--- src/rtl/fetch_pkg.sv ---
// Shared types and constants for the instruction fetch sequencer.
// Shared by the top level (imem_fetch_sequencer) and the fetch_skid_queue sub-module.
package fetch_pkg;

    // Fetch control states: fetching, draining after a syscall, halted.
    typedef enum logic [1:0] {
        RUN   = 2'd0,
        DRAIN = 2'd1,
        HALT  = 2'd2
    } fetch_state_t;

    // Default instruction word that stops fetching (MIPS syscall).
    localparam logic [31:0] DEF_SYSCALL_WORD = 32'h0000_000C;

    // Default PC loaded on reset.
    localparam logic [31:0] DEF_RESET_PC = 32'h0000_0000;

    // Mask that clears the byte offset of a PC.
    localparam logic [31:0] PC_WORD_MASK = 32'hFFFF_FFFC;

    // One queued fetch result: byte PC and the instruction word fetched there.
    typedef struct packed {
        logic [31:0] pc;
        logic [31:0] instr;
    } fetch_entry_t;

endpackage

--- src/rtl/fetch_skid_queue.sv ---
// Two-entry fetch queue (skid buffer) with push, pop and flush.
// The head entry is presented directly from storage, so an entry pushed into
// an empty queue is visible at the output on the next cycle.
// Push and pop in the same cycle on a full queue are legal. The freed head
// slot is rewritten, and the count stays at 2.
module fetch_skid_queue
    import fetch_pkg::*;
(
    input  logic         clk,
    input  logic         reset,
    input  logic         i_push,
    input  fetch_entry_t i_push_entry,
    input  logic         i_pop,
    input  logic         i_flush,
    output fetch_entry_t o_head_entry,
    output logic [1:0]   o_count
);

    fetch_entry_t r_mem [2];
    logic         r_head;
    logic [1:0]   r_count;

    logic         w_empty;
    logic         w_full;
    logic         w_do_pop;
    logic         w_do_push;
    logic         w_tail;

    assign w_empty   = (r_count == 2'd0);
    assign w_full    = (r_count == 2'd2);
    // A flush cancels any pop or push issued in the same cycle.
    assign w_do_pop  = i_pop && !w_empty && !i_flush;
    assign w_do_push = i_push && !i_flush && (!w_full || w_do_pop);
    // The tail slot is (head + count) mod 2. When the queue is full, this is
    // the head slot, which is being popped in the same cycle.
    assign w_tail    = r_head ^ r_count[0];

    assign o_head_entry = r_mem[r_head];
    assign o_count      = r_count;

    // Storage, head pointer and occupancy count.
    always_ff @(posedge clk) begin
        if (reset) begin
            r_mem[0] <= '0;
            r_mem[1] <= '0;
            r_head   <= 1'b0;
            r_count  <= 2'd0;
        end else begin
            if (w_do_push) begin
                r_mem[w_tail] <= i_push_entry;
            end
            if (i_flush) begin
                r_count <= 2'd0;
            end else begin
                if (w_do_pop) begin
                    r_head <= ~r_head;
                end
                case ({w_do_push, w_do_pop})
                    2'b10:   r_count <= r_count + 2'd1;
                    2'b01:   r_count <= r_count - 2'd1;
                    default: r_count <= r_count;
                endcase
            end
        end
    end

endmodule

--- src/rtl/imem_fetch_sequencer.sv ---
// Instruction fetch sequencer for a combinational-read instruction memory.
// This block owns the PC and fetches one word per cycle into a 2-entry queue
// toward decode. A redirect flushes the queue and restarts the PC at the new
// target. After a syscall word is fetched, fetching stops until the next redirect.
// Optional build macro FETCH_PERF_CNT_EN adds the perf_fetched, perf_stall
// and perf_flush counters.
//
// Decode handshake: an entry transfers on a cycle with out_valid && out_ready.
// out_valid depends only on registered queue state and never on out_ready.
// out_pc and out_instr hold steady while out_valid is high and no transfer occurs.
module imem_fetch_sequencer
    import fetch_pkg::*;
#(
    parameter logic [31:0] RESET_PC     = DEF_RESET_PC,
    parameter logic [31:0] SYSCALL_WORD = DEF_SYSCALL_WORD,
    // Queue depth. Only a depth of 2 is supported.
    parameter int          QDEPTH       = 2
) (
    input  logic        clk,
    input  logic        reset,
    input  logic        fetch_en,
    output logic [31:0] imem_addr,
    input  logic [31:0] imem_instr,
    input  logic        redirect_valid,
    input  logic [31:0] redirect_pc,
    output logic        out_valid,
    output logic [31:0] out_instr,
    output logic [31:0] out_pc,
    input  logic        out_ready,
`ifdef FETCH_PERF_CNT_EN
    output logic [31:0] perf_fetched,
    output logic [31:0] perf_stall,
    output logic [31:0] perf_flush,
`endif
    output logic        halted
);

    localparam logic [31:0] RESET_PC_ALIGNED = RESET_PC & PC_WORD_MASK;
    localparam logic [1:0]  QCOUNT_FULL      = 2'(QDEPTH);

    fetch_state_t r_state;
    logic [31:0]  r_pc;

    fetch_entry_t w_push_entry;
    fetch_entry_t w_head_entry;
    logic [1:0]   w_q_count;
    logic         w_q_valid;
    logic         w_pop;
    logic         w_push;
    logic [31:0]  w_redirect_target;

    assign w_q_valid         = (w_q_count != 2'd0);
    assign w_pop             = w_q_valid && out_ready;
    // Fetch only while running and enabled, and never in a redirect cycle.
    // A full queue accepts a new word only if its head leaves this cycle.
    assign w_push            = (r_state == RUN) && fetch_en && !redirect_valid &&
                               ((w_q_count != QCOUNT_FULL) || w_pop);
    assign w_redirect_target = redirect_pc & PC_WORD_MASK;

    assign w_push_entry.pc    = r_pc;
    assign w_push_entry.instr = imem_instr;

    assign imem_addr = r_pc;
    assign out_valid = w_q_valid;
    assign out_pc    = w_head_entry.pc;
    assign out_instr = w_head_entry.instr;
    // The queue is always empty in HALT (no pushes), but both terms are kept
    // so the output matches its definition directly.
    assign halted    = (r_state == HALT) && !w_q_valid;

    fetch_skid_queue u_queue (
        .clk          (clk),
        .reset        (reset),
        .i_push       (w_push),
        .i_push_entry (w_push_entry),
        .i_pop        (w_pop),
        .i_flush      (redirect_valid),
        .o_head_entry (w_head_entry),
        .o_count      (w_q_count)
    );

    // PC and fetch-state FSM. A redirect overrides everything except reset.
    always_ff @(posedge clk) begin
        if (reset) begin
            r_state <= RUN;
            r_pc    <= RESET_PC_ALIGNED;
        end else if (redirect_valid) begin
            r_state <= RUN;
            r_pc    <= w_redirect_target;
        end else begin
            if (w_push) begin
                r_pc <= r_pc + 32'd4;
            end
            case (r_state)
                RUN: begin
                    if (w_push && (imem_instr == SYSCALL_WORD)) begin
                        r_state <= DRAIN;
                    end
                end
                DRAIN: begin
                    if (!w_q_valid) begin
                        r_state <= HALT;
                    end
                end
                HALT: begin
                    r_state <= HALT;
                end
                default: begin
                    r_state <= RUN;
                end
            endcase
        end
    end

`ifdef FETCH_PERF_CNT_EN
    logic [31:0] r_perf_fetched;
    logic [31:0] r_perf_stall;
    logic [31:0] r_perf_flush;
    logic        w_stall;

    assign w_stall = (r_state == RUN) && fetch_en && !redirect_valid && !w_push;

    assign perf_fetched = r_perf_fetched;
    assign perf_stall   = r_perf_stall;
    assign perf_flush   = r_perf_flush;

    // Free-running event counters that wrap at 2^32.
    always_ff @(posedge clk) begin
        if (reset) begin
            r_perf_fetched <= 32'd0;
            r_perf_stall   <= 32'd0;
            r_perf_flush   <= 32'd0;
        end else begin
            if (w_push) begin
                r_perf_fetched <= r_perf_fetched + 32'd1;
            end
            if (w_stall) begin
                r_perf_stall <= r_perf_stall + 32'd1;
            end
            if (redirect_valid && w_q_valid) begin
                r_perf_flush <= r_perf_flush + 32'd1;
            end
        end
    end
`endif

endmodule

--- config.mk ---
export PLATFORM = sky130hd
export DESIGN_NAME = imem_fetch_sequencer
export DESIGN_NICKNAME = d
export VERILOG_FILES = /design/src/rtl/fetch_pkg.sv /design/src/rtl/fetch_skid_queue.sv /design/src/rtl/imem_fetch_sequencer.sv
export SDC_FILE = /design/constraint.sdc
export NUM_CORES = 1
export LEC_CHECK = 0
export BUFFER_PORTS_ARGS = -buffer_cell sky130_fd_sc_hd__buf_4
export CAP_MARGIN = 20
export CORE_UTILIZATION = 40
export CTS_CLUSTER_DIAMETER = 50
export CTS_CLUSTER_SIZE = 30
export DETAILED_ROUTE_END_ITERATION = 12
export PLACE_DENSITY = 0.66
export SLEW_MARGIN = 20
export SYNTH_ARGS = -nofsm -noshare
export SYNTH_HDL_FRONTEND = slang
export SYNTH_SLANG_ARGS = --single-unit
--- constraint.sdc ---
create_clock -name clk -period 3.8 [get_ports clk]
set_input_delay 0.76 -clock clk [delete_from_list [all_inputs] [get_ports clk]]
set_output_delay 0.76 -clock clk [all_outputs]
set_load 0.05 [all_outputs]
==> results.txt <==
footprint of the multi-input gates: 0.002923 sq mm
total gr overflow: 0
FF+latch count, synth: 160
outcome: complete, no violations
Pins Over Slew Limit: 0
Boundary Pins: 167
fraction of registers with async set or reset after synthesis: 0
ratio of cells with drive above 1 in the final layout: 0.3457
slew at the pin closest to its max-slew limit: 910.1 ps
GR Util All Layers: 0.1982
Slew headroom: 0.3933
Post-Layout Inst Area: 0.009698 sq mm
first-pass GRT wire length: 29.56 mm
DR WL/cell: 18.52 microns
Tightest Hold Check Type: reg -> reg
Chip Width: 139.7 microns
final hold slack: 501.5 ps
H-tree depth: 4
initial antenna violation count: 0
Final Power: 4.713 mW
cell area after synthesis: 0.007590 sq mm
Req. time, crit path: 3040 ps
LEAKAGE: 3.819 nW
die area: 0.01953 sq mm
vias in the first global route: 5530
register area: 0.004446 sq mm
Top FF cell, synth: edfxtp_1
VDD IR max: 0.3147 mV
postcts setup bufs: 0
Core ar.: 0.01864 sq mm
CP Class: reg -> out
Cell variety after synth: 49
Fill cells: 1651
worst setup margin: 1054 ps
Setup crit end kind: output port
Crit Path Max Fanout: 48
Total Wirelength: 18.85 mm
placed cells: 986
nets@finish: 846
Post-Syn Instances: 627
CTS tree: built
period utilization: 0.7226
Worst Path Arrival: 1990 ps
Die Ht: 139.7 microns
Max Clock Skew: 8.256 ps
CP Cell Sequence: buf_12 -> mux2_2 -> buf_4
total clock sinks: 160
clock transition at the registers of the reported paths: 60 ps
CTS root buffer: clkbuf_16
Final Util: 0.5202
fin crit period: 2746 ps
routability cong.: 0.7979
ant diodes: 0
Seq/Total Area, Yosys: 0.5856
Mapped Avg Cell Area: 12.10 sq um
Initial Utilization: 0.4071
Power Density: 485.9 mW/mm^2
Inserted Clock Buffers: 17
Port Buffer Count: 160
Fmax: 364.2 MHz
Max stage delay on crit path: 610 ps
largest net degree at the start of global routing: 63
Max-Cap Viols: 0
router iterations before antenna repair: 4
Cell Rows: 50
setup violators final: 0
Setup WS pre-CTS: 963.0 ps
Worst Path Buf+Inv: 2
final setup TNS: 0 ps
Post-CTS Hold Fix Bufs: 0
Area growth syn-to-layout: 27.78%
via count: 5434
placed instance area: 0.008981 sq mm
number of synthesized flops with an enable pin: 124
DRC: 0
drt first-iter violations: 355
# resized after CTS: 0
clk_lat worst skew: 430 ps
vias per cell: 5.338
CP max-delay cell: dfxtp_2
post-route ant nets: 0
Layout Cells excl Fill: 1018
Syn. warnings: 0
Top delay family on crit path: flip-flops
RSZ-0062 raised after global routing: no
Worst setup SP type: flop
endpoints failing hold: 0
DP HPWL: 12.24 mm
clk buf depth: 2
-- cell type report --
type                       instances  area share
sequential                       160      0.4584
tap                              234     0.03019
inverter                           9    0.003483
clock inverter                    13     0.02929
timing repair buffer             168      0.1326
multi-input combinational        415      0.3014
clock buffer                      19     0.04464
-- worst min-delay path: cells and delay by family, from the launching register on --
family | cells | cell delay (ps)
muxes | 1 | 70
DFF | 1 | 320
and+or+nand+nor | 1 | 60
-- synth_stat cells (7+ instances only) --
cell type	n	area (sq um)
nand3_1	14	70.07
nor2_1	13	48.80
edfxtp_1	124	3724
xnor2_1	11	96.34
a21oi_1	18	90.09
nand2_1	27	101.4
dfxtp_1	36	720.7
mux2_2	62	698.2
o22ai_1	9	56.30
buf_2	7	35.03
o21ai_0	8	40.04
a31oi_1	17	106.4
nor4_1	7	43.79
nor3_1	18	90.09
inv_1	8	30.03
nand4_1	11	68.82
and2_1	127	794.5
clkbuf_1	32	120.1
-- cells in the final DEF, fill, tap and decap left out, types with 3 or more instances in the layout --
cell type	n
nand2_1	27
nor2_1	13
nand4_1	11
a31oi_1	17
mux2_2	62
o31a_1	3
nor4_1	7
or4_1	5
nand3_1	14
conb_1	4
a2bb2oi_1	3
xnor2_1	11
o311ai_0	3
edfxtp_1	124
dfxtp_1	35
and2_1	127
a21oi_1	18
o22ai_1	9
inv_1	8
o211ai_1	6
clkinv_4	4
or2_2	3
and3_1	6
xor2_1	6
and4_1	6
ha_1	6
nor4b_1	3
o21ai_0	8
nor3_1	18
buf_4	166
bufinv_16	8
clkbuf_16	17
-- routing by layer --
| layer | vias up | track usage | wire length [microns] |
|---|---|---|---|
| met4 | 0 | 0.06883 | 243 |
| met5 | - | 0 | 0 |
| met2 | 197 | 0.3305 | 9119 |
| met3 | 19 | 0.05058 | 1298 |
| met1 | 2643 | 0.2493 | 8188 |
| li1 | 2575 | - | - |
-- where the power goes --
part	total [mW]	switching, mW	leakage [nW]	internal, mW
sequential	2.03	0.0604	1.59	1.97
combinational	0.615	0.408	1.89	0.207
clock	2.07	0.694	0.346	1.37
total	4.71	1.16	3.82	3.55
-- kinds of logic (layout without fill, tap and decap cells) --
| logic type | count (synthesis) | in the layout | synth area share |
|---|---|---|---|
| mux | 64 | 64 | 0.09463 |
| simple gates | 250 | 250 | 0.1959 |
| xor+xnor | 17 | 17 | 0.01962 |
| fa+ha+maj | 6 | 6 | 0.009891 |
| buf+inv | 55 | 209 | 0.03149 |
| compound gates | 74 | 74 | 0.06248 |
| other cells | 1 | 4 | 0.0004941 |
| flops | 160 | 160 | 0.5856 |
-- final timing paths --
path	from	end	slack (ps)	cells past startpoint
min	r_state[1]	r_state[1]	500	2
min reg2reg	r_state[1]	r_state[1]	500	2
max reg2reg	r_state[1]	u_queue.r_mem[0][24]	1260	8
max	flop	out_pc[21]	1050	3
-- sequential cells by signal, indices dropped and copies added, names as in the netlist, named ones only --
| register | flops |
|---|---|
| r_state | 2 |
| u_queue.r_head | 1 |
| u_queue.o_count | 2 |
| u_queue.r_mem | 124 |
| imem_addr | 30 |
No activity file was read; power rests on OpenSTA's default activity.
